`config.mk`:
```
export PLATFORM = sky130hd
export DESIGN_NAME = stage_sequencer
export DESIGN_NICKNAME = d
export VERILOG_FILES = /design/src/rtl/lua_cpu_pkg.sv /design/src/rtl/stage_sequencer.sv
export SDC_FILE = /design/constraint.sdc
export NUM_CORES = 1
export LEC_CHECK = 0
export ABC_CLOCK_PERIOD_IN_PS = 8500
export CAP_MARGIN = 40
export CORE_ASPECT_RATIO = 1.5
export CORE_UTILIZATION = 43
export CTS_BUF_LIST = sky130_fd_sc_hd__clkbuf_8
export DETAILED_ROUTE_END_ITERATION = 6
export GPL_ROUTABILITY_DRIVEN = 0
export GPL_TIMING_DRIVEN = 0
export PLACE_DENSITY = 0.79
export SYNTH_ARGS = -nofsm -noshare
export SYNTH_HDL_FRONTEND = slang
export SYNTH_SLANG_ARGS = --single-unit
```
`constraint.sdc`:
```
create_clock -name clk -period 8.5 [get_ports clk]
set_clock_uncertainty 0.1 [all_clocks]
set_input_delay 1.7 -clock clk [delete_from_list [all_inputs] [get_ports clk]]
set_output_delay 1.7 -clock clk [all_outputs]
set_load 0.01 [all_outputs]
```
`src/rtl/lua_cpu_pkg.sv`:
```
// Shared types and helpers for the Lua CPU stage sequencer.
// Holds the sequencer state enum, stage index names and the back-pressure hold chain.
package lua_cpu_pkg;

  typedef enum logic [1:0] {
    IDLE   = 2'd0,
    RUN    = 2'd1,
    DRAIN  = 2'd2,
    HALTED = 2'd3
  } seq_state_t;

  localparam int          PC_WIDTH_DEFAULT = 32;
  localparam logic [31:0] RESET_PC_DEFAULT = 32'h0000_0000;

  localparam int STG_IF = 0;
  localparam int STG_ID = 1;
  localparam int STG_EX = 2;
  localparam int STG_WB = 3;

  localparam int MAX_STAGES = 32;

  // A stage is held when it, or any stage downstream of it, holds a live
  // instruction that is stalled; unused upper bits must be passed in as zero.
  function automatic logic [MAX_STAGES-1:0] hold_chain(
    input logic [MAX_STAGES-1:0] stall,
    input logic [MAX_STAGES-1:0] valid
  );
    logic [MAX_STAGES-1:0] hold;
    logic                  acc;
    acc  = 1'b0;
    hold = '0;
    for (int k = MAX_STAGES - 1; k >= 0; k--) begin
      acc     = acc | (stall[k] & valid[k]);
      hold[k] = acc;
    end
    return hold;
  endfunction

endpackage

```
`src/rtl/stage_sequencer.sv`:
```
// Stage-enable sequencer for the Lua CPU: sequential one-hot phases or an overlapped
// pipeline with valid tracking, plus stall, branch flush/redirect, drain-to-halt and retire count.
module stage_sequencer
  import lua_cpu_pkg::*;
#(
  parameter int                  NUM_STAGES  = 4,
  parameter int                  PC_WIDTH    = PC_WIDTH_DEFAULT,
  parameter logic [PC_WIDTH-1:0] RESET_PC    = PC_WIDTH'(RESET_PC_DEFAULT),
  parameter bit                  PIPELINED   = 1'b0,
  parameter int                  FLUSH_STAGE = STG_EX
) (
  input  logic                  clk,
  input  logic                  reset,
  input  logic                  start,
  input  logic                  halt_req,
  input  logic [NUM_STAGES-1:0] stall,
  input  logic                  flush,
  input  logic [PC_WIDTH-1:0]   redirect_pc,
  output logic [NUM_STAGES-1:0] stage_en,
  output logic [NUM_STAGES-1:0] stage_valid,
  output logic [PC_WIDTH-1:0]   pc,
  output logic                  running,
  output logic                  halted,
  output logic [31:0]           retire_count
);

  localparam int PH_W = (NUM_STAGES > 1) ? $clog2(NUM_STAGES) : 1;

  seq_state_t            state_q, state_d;
  logic [PC_WIDTH-1:0]   pc_q, pc_d;
  logic [NUM_STAGES-1:0] vld_q, vld_d;
  logic [PH_W-1:0]       phase_q, phase_d;
  logic [31:0]           retire_q;

  logic                  active, flush_eff, live;
  logic [NUM_STAGES-1:0] squash, hold, en, sv;
  logic [MAX_STAGES-1:0] stall_x, vld_x, hold_x;

  assign active    = (state_q == RUN) || (state_q == DRAIN);
  assign flush_eff = flush && active;

  always_comb begin
    squash  = '0;
    hold    = '0;
    en      = '0;
    sv      = '0;
    live    = 1'b0;
    vld_d   = vld_q;
    phase_d = phase_q;
    stall_x = '0;
    vld_x   = '0;
    stall_x[NUM_STAGES-1:0] = stall;
    vld_x[NUM_STAGES-1:0]   = vld_q;
    hold_x  = hold_chain(stall_x, vld_x);
    for (int k = 0; k < NUM_STAGES; k++) begin
      if (k < FLUSH_STAGE) squash[k] = flush_eff;
    end
    if (PIPELINED) begin
      hold = hold_x[NUM_STAGES-1:0];
      sv   = vld_q;
      for (int k = 0; k < NUM_STAGES; k++) begin
        en[k] = vld_q[k] && !hold[k] && !squash[k];
      end
      // A stage refills from its upstream neighbour only if it is not held; a
      // held upstream with a free downstream leaves a bubble.
      for (int k = 1; k < NUM_STAGES; k++) begin
        if (squash[k])    vld_d[k] = 1'b0;
        else if (hold[k]) vld_d[k] = vld_q[k];
        else              vld_d[k] = en[k-1];
      end
      if (squash[0])    vld_d[0] = 1'b0;
      else if (hold[0]) vld_d[0] = vld_q[0];
      else              vld_d[0] = (state_q == RUN) && !halt_req;
    end else begin
      // Phase 0 in RUN is the fetch slot; in DRAIN it means nothing is in flight.
      live = (state_q == RUN) || ((state_q == DRAIN) && (phase_q != '0));
      if (live) begin
        sv[phase_q] = 1'b1;
        if (squash[phase_q]) begin
          phase_d = '0;
        end else if (!stall[phase_q]) begin
          en[phase_q] = 1'b1;
          phase_d = (phase_q == PH_W'(NUM_STAGES - 1)) ? '0 : phase_q + PH_W'(1);
        end
      end
    end
    if (flush_eff)  pc_d = redirect_pc;
    else if (en[0]) pc_d = pc_q + PC_WIDTH'(1);
    else            pc_d = pc_q;
  end

  always_comb begin
    state_d = state_q;
    case (state_q)
      IDLE:    if (start)     state_d = RUN;
      RUN:     if (halt_req)  state_d = DRAIN;
      DRAIN:   if (sv == '0)  state_d = HALTED;
      HALTED:  state_d = HALTED;
      default: state_d = IDLE;
    endcase
  end

  always_ff @(posedge clk or posedge reset) begin
    if (reset) begin
      state_q  <= IDLE;
      pc_q     <= RESET_PC;
      vld_q    <= '0;
      phase_q  <= '0;
      retire_q <= '0;
    end else begin
      state_q  <= state_d;
      pc_q     <= pc_d;
      vld_q    <= vld_d;
      phase_q  <= phase_d;
      retire_q <= retire_q + 32'(en[NUM_STAGES-1]);
    end
  end

  assign stage_en     = en;
  assign stage_valid  = sv;
  assign pc           = pc_q;
  assign running      = active;
  assign halted       = (state_q == HALTED);
  assign retire_count = retire_q;

endmodule

```
==> reports/results.tsv, run 1 <==
stage	metric	value	unit
worst_setup_path	delay-heaviest family, CP	buffers and inverters	
yosys	Seq cells post-synth	68	
yosys	top area cells in the synthesized netlist	dfrtp_1 (45%), xor2_1 (6.7%), xnor2_1 (5.6%), nand2_1 (5.2%), ha_1 (4.3%)	
final_layout	fillers	718	
grt	largest net degree at the start of global routing	37	
worst_setup_path	Worst setup EP type	output pin	
min_path	hold depth	1	
final_layout	fraction of layout cells with a size suffix above 1	6.897	%
worst_setup_path	Top cell by count, worst path	clkdlybuf4s50_1	
route	DR pass1 iterations	4	
worst_setup_path	Slowest cell on crit path	clkdlybuf4s50_1	
final_layout	area occupied by multi-input gates	1956	µm²
placement	port buffer count	114	
min_path	Hold WC Path Type	register to register	
worst_setup_path	Worst EP arrival	3770	ps
clocking	root buf cell	clkbuf_8	
yosys	ys flop type	dfrtp_1	
final_layout	# diodes	0	
clocking	Clock transition at path regs	80	ps
yosys	number of synthesized flops with an enable pin	0	
pwr	peak supply drop	74.34	µV
floorplanning	Initial Utilization	44.63	%
pwr	Lkg Pwr	2.205	nW
route	drc violations	0	
grt	first-pass GRT wire length	15990	µm
job	# Max-Cap Violations	0	
yosys	Post-Syn Area per Cell	9.661	µm²
worst_setup_path	critical path class	input port to output pin	
yosys	Synth area leader	dfrtp_1	
final_layout	Synth-to-Final Area Change	39.02	%
timing	RSZ-0062 raised after global routing	false	
yosys	most common cell in the netlist	dfrtp_1	
route	Avg WL per Cell	15.36	µm
yosys	Synth top area share	45.05	%
clocking	Resize count post-CTS	0	
route	vias per inst	5.437	
timing	final hold violation count	0	
final_layout	post-route cell area	5251	µm²
floorplanning	cell row count	41	
clocking	# clock sinks	68	
route	final wirelength	9664	µm
grt	initial antenna violation count	0	
floorplanning	Die W	78.53	µm
placement	Post-DP Area	5075	µm²
yosys	synth unique cells	45	
worst_setup_path	critical path startpoint category	input port	
yosys	cell area after synthesis	3777	µm²
clocking	CTS max path bufs	2	
timing	clock period minus worst slack	5573	ps
yosys	Cells after Synth	391	
clocking	post-CTS setup buffers	0	
timing	Slew HR	49.35	%
route	Starting DRT DRC Count	284	
grt	global route overflow	0	
final_layout	area occupied by registers	1702	µm²
pwr	Pwr Density	145.9	nW/µm²
timing	final setup vio count	0	
floorplanning	IO Count	115	
worst_setup_path	Crit Path Max Fanout	3	
clocking	Inserted Clock Buffers	9	
floorplanning	die height	116.8	µm
clocking	H-tree levels	3	
timing	period utilisation layout	65.56	%
worst_setup_path	WP depth	7	
worst_setup_path	largest stage delay on the critical path	550	ps
yosys	asr flop ratio synth	100.0	%
yosys	sequential share of the synthesized area	45.05	%
timing	FMAX	179.4	MHz
final_layout	Final Util	62.04	%
yosys	most frequent cells after synthesis	dfrtp_1 (68), nand2_1 (52), xor2_1 (29)	
final_layout	fin nets	571	
clocking	clk_lat worst skew	350	ps
clocking	CTS tree	yes	
floorplanning	Die Area	9171	µm²
worst_setup_path	Buf/Inv on CP	2	
yosys	Yosys warning total	0	
timing	setup TNS	0	ps
timing	Worst Tran Pin Value	752.9	ps
worst_setup_path	r2r worst-path depth	12	
grt	gr usage total	22.49	%
outcome	outcome	completed	
route	DRT antenna net count	0	
grt	vias in the first global route	3363	
floorplanning	Core ar.	8464	µm²
worst_setup_path	Req. time, crit path	6700	ps
clocking	hold buffer count at CTS	0	
timing	count of final max-slew check failures	0	
yosys	syn_nets	445	
placement	DP HPWL	7187	µm
route	vias post-DR	3420	
worst_setup_path	Critical Path, Cell by Cell	clkdlybuf4s50_1 -> mux2_2 -> mux2i_1 -> o21ai_0 -> nor2_1 -> and2_1 -> clkdlybuf4s50_1	
-- layer usage --
metal | global-route usage, % | vias up | wire length [µm]
li1 | - | 1630 | -
met3 | 3.953 | 19 | 517
met1 | 27.52 | 1658 | 3874
met4 | 12.47 | 0 | 277
met5 | 0 | - | 0
met2 | 37.57 | 113 | 4994
-- layout by cell type, fill, tap and decap left out, types with 4 or more instances in the layout --
cell type / n
nand4_1: 25
xor2_1: 29
and3_1: 15
o211ai_1: 5
clkdlybuf4s50_1: 114
clkbuf_1: 7
clkbuf_8: 10
xnor2_1: 24
nand3_1: 20
nor4_1: 6
and2_1: 4
or4_1: 7
inv_1: 14
nand2_1: 52
a21oi_1: 12
ha_1: 13
o311ai_0: 4
nor2_1: 25
o21ai_0: 22
dfrtp_1: 68
-- path summary, 6_finish.rpt --
check / start / end / slack [ps]
setup / recovery: stall[2] / stage_en[3] / 2930
hold / removal: retire_count[31] / retire_count[31] / 370
setup reg to reg: phase_q[1] / retire_count[30] / 4690
hold reg to reg: retire_count[31] / retire_count[31] / 370
max in group asynchronous: reset / pc[6] / 6170
min in group asynchronous: reset / retire_count[8] / 1600
-- final cells by class --
cell class | count | area share (%)
Inverter | 15 | 1.120
Clock inverter | 7 | 1.001
Sequential cell | 68 | 32.40
Timing Repair Buffer | 115 | 22.11
Buffer | 12 | 1.215
Multi-Input combinational cell | 296 | 37.24
Tap cell | 107 | 2.549
Clock buffer | 9 | 2.359
-- worst register-to-register path, delay by kind of cell (launching register included) --
family                   cells  cell delay [ps]
XOR/XNOR                     1              170
multiplexers                 2              690
AND/OR/NAND/NOR              5             1560
adder cells (fa/ha/maj)      2              430
AO/OA/AOI/OAI                1              190
flip-flops                   1              530
buffers and inverters        1               70
-- stage by stage --
stage | setup WS [ps] | hold WS [ps] | instances | power, mW
2_1_floorplan | 4051 | 407.6 | 391 | 0.4476
3_3_place_gp | 2977 | 359.0 | 612 | 0.5260
3_5_place_dp | 2916 | 367.7 | 613 | 0.5315
4_1_cts | 2930 | 382.0 | 629 | 0.7743
5_1_grt | 2814 | 387.8 | 629 | 0.8053
6_report | 2927 | 373.7 | 629 | 0.7664
-- registers in the layout, summed over array words and instances, names as in the netlist --
signal        flops
retire_count     32
phase_q           2
pc               32
state_q           2
-- report_power, final --
| group | switching [mW] | internal, mW | leakage [nW] |
|---|---|---|---|
| logic | 0.0604 | 0.0798 | 1.25 |
| clock network | 0.133 | 0.107 | 0.0896 |
| registers | 0.0402 | 0.346 | 0.866 |
| total | 0.234 | 0.532 | 2.21 |
-- kinds of logic (layout without fill, tap and decap cells) --
kind of cell               Yosys count  count (layout)  share of synthesized area, %
and+or+nand+nor                    176             176                         25.61
xor gates and xnor gates            53              53                         12.29
DFF                                 68              68                         45.05
muxes                                6               6                         1.789
adders and majority gates           13              13                         4.306
buffers and inverters               27             158                         3.180
AOI/OAI and AO/OA                   48              48                         7.785
No activity file was read; power rests on OpenSTA's default activity.
==> inputs of run 2 (changes only) <==
ABC_CLOCK_PERIOD_IN_PS = 4700   (was 8500)
PLACE_DENSITY = 0.82   (was 0.79)
clock period = 4.7 ns   (was 8.5 ns; I/O delays follow)
==> reports/results.tsv, run 2 (synthesized netlist as in run 1, its figures left out) <==
stage	metric	value	unit	change
clocking	CTS max path bufs	2		unchanged
final_layout	fillers	710		-1.1%
timing	Worst Tran Pin Value	744.0	ps	-8.881 ps
timing	clock period minus worst slack	4236	ps	
clocking	post-CTS setup buffers	0		unchanged
final_layout	Final Util	62.53	%	+0.49 points
job	# Max-Cap Violations	0		unchanged
floorplanning	cell row count	41		unchanged
timing	Slew HR	49.94	%	+0.60 points
placement	DP HPWL	7444	µm	+3.6%
worst_setup_path	Critical Path, Cell by Cell	clkdlybuf4s50_1 -> mux2_2 -> mux2i_1 -> o21ai_0 -> nor2_1 -> and2_1 -> ha_1 -> ha_1 -> inv_1 -> nor4_1 -> nand4_1 -> nor2_1 -> xor2_1		
floorplanning	Initial Utilization	44.63	%	unchanged
timing	final setup vio count	0		unchanged
final_layout	Synth-to-Final Area Change	40.11	%	
worst_setup_path	delay-heaviest family, CP	simple AND/OR/NAND/NOR gates		
grt	initial antenna violation count	0		unchanged
worst_setup_path	Worst setup EP type	register		
timing	count of final max-slew check failures	0		unchanged
clocking	CTS tree	yes		
worst_setup_path	Slowest cell on crit path	nor4_1		
route	vias post-DR	3449		+0.85%
grt	global route overflow	0		unchanged
clocking	Inserted Clock Buffers	9		unchanged
pwr	switching share of total power	27.26	%	-3.3 points
pwr	Seq pwr share	47.1	%	-3.2 points
clocking	# clock sinks	68		unchanged
route	vias per inst	5.483		+0.85%
pwr	Comb power frac	17.2	%	-1.1 points
worst_setup_path	Req. time, crit path	4870	ps	-1830 ps
route	DR pass1 iterations	5		+1
pwr	P_sw	0.4041	mW	+73%
grt	largest net degree at the start of global routing	38		+2.7%
pwr	Pwr Density	280.1	nW/µm²	+92%
floorplanning	die height	116.8	µm	unchanged
clocking	H-tree levels	3		unchanged
pwr	Clk pwr share	35.8	%	+4.4 points
worst_setup_path	largest stage delay on the critical path	670	ps	+120 ps
pwr	Lkg Pwr	2.230	nW	+1.1%
grt	vias in the first global route	3380		+0.51%
route	Avg WL per Cell	15.69	µm	+2.1%
route	final wirelength	9867	µm	+2.1%
floorplanning	IO Count	115		unchanged
timing	FMAX	236.1	MHz	
route	Starting DRT DRC Count	236		-17%
worst_setup_path	critical path startpoint category	input port		
floorplanning	Core ar.	8464	µm²	unchanged
worst_setup_path	Buf/Inv on CP	2		unchanged
clocking	Resize count post-CTS	0		unchanged
timing	period utilisation layout	90.12	%	
placement	port buffer count	114		unchanged
grt	gr usage total	22.72	%	+0.23 points
final_layout	highest-count cells in the layout ignoring fill and taps	clkdlybuf4s50_1 (114), dfrtp_1 (68), nand2_1 (52), xor2_1 (29)		
floorplanning	Die Area	9171	µm²	unchanged
worst_setup_path	critical path class	input port to register		
pwr	P_int	1.079	mW	+100%
worst_setup_path	Crit Path Max Fanout	5		+2
pwr	peak supply drop	142.0	µV	+91%
min_path	Hold WC Path Type	register to register		
timing	final hold violation count	0		unchanged
route	drc violations	0		unchanged
clocking	Clock transition at path regs	70	ps	about the same
clocking	hold buffer count at CTS	0		unchanged
worst_setup_path	Worst EP arrival	4400	ps	+630 ps
grt	first-pass GRT wire length	16070	µm	+0.48%
timing	RSZ-0062 raised after global routing	false		
final_layout	fin nets	571		unchanged
clocking	clk_lat worst skew	350	ps	about the same
floorplanning	Die W	78.53	µm	unchanged
outcome	outcome	completed		
timing	setup TNS	0	ps	unchanged
final_layout	commonest non-fill, non-tap cell in the layout	clkdlybuf4s50_1		
clocking	root buf cell	clkbuf_8		
final_layout	fraction of layout cells with a size suffix above 1	6.513	%	-0.38 points
final_layout	# diodes	0		unchanged
route	DRT antenna net count	0		unchanged
[run 2: cell count changes in the layout (fill, tap and decap cells not counted)]
cell,delta
clkinv_4,-3
bufinv_16,+2
inv_1,+2
clkbuf_8,+1
clkinv_2,-1
inv_6,-1
[run 2: through the flow]
step | cells | total power [mW] | setup slack (ps) | hold slack, ps | cell area, µm²
floorplan | 391 | 0.8095 | 1119 | 407.6 | 3777
finish | 629 | 1.483 | 464.3 | 382.4 | 5293
detailed placement | 613 | 0.9620 | 153.5 | 370.3 | 5075
CTS | 629 | 1.493 | 498.0 | 384.8 | 5293
global route | 629 | 1.551 | 260.9 | 415.1 | 5293
global placement | 612 | 0.9511 | 318.9 | 361.7 | 5052
[run 2: path summary, 6_finish.rpt]
path	slack (ps)	endpoint	cells past startpoint	start
min	380	retire_count[31]	1	retire_count[31]
min reg2reg	380	retire_count[31]	1	retire_count[31]
max	460	retire_count[28]	13	stall[2]
max reg2reg	830	retire_count[28]	12	phase_q[1]
min in group asynchronous	840	retire_count[7]	2	reset
max in group asynchronous	3120	pc[0]	3	reset
[run 2: power by group through the flow]
stage	registers [mW]	clock network [mW]	logic, mW
2_1_floorplan	0.710	0	0.0995
6_report	0.698	0.530	0.255
3_3_place_gp	0.704	0	0.247
5_1_grt	0.707	0.566	0.278
4_1_cts	0.697	0.539	0.257
3_5_place_dp	0.707	0	0.255
[run 2: layout make-up]
class	count	area (µm²)	share of cell area, %
inverters	15	58.81	1.111
clock buffers	10	137.6	2.600
plain buffers	12	63.81	1.206
multi-input cells	296	1956	36.95
flip-flops and latches	68	1702	32.15
repair buffers	115	1161	21.94
well taps	107	133.9	2.530
clock inverters	6	80.08	1.513
[run 2: metal layers]
metal / part of all wire (%) / up-vias / global-route usage [%] / routed length [µm]
li1: - / 1631 / - / -
met1: 39 / 1659 / 27.37 / 3869
met2: 53 / 128 / 39.13 / 5197
met3: 4.1 / 31 / 2.558 / 405
met4: 4.0 / 0 / 13.46 / 394
met5: 0 / - / 0 / 0
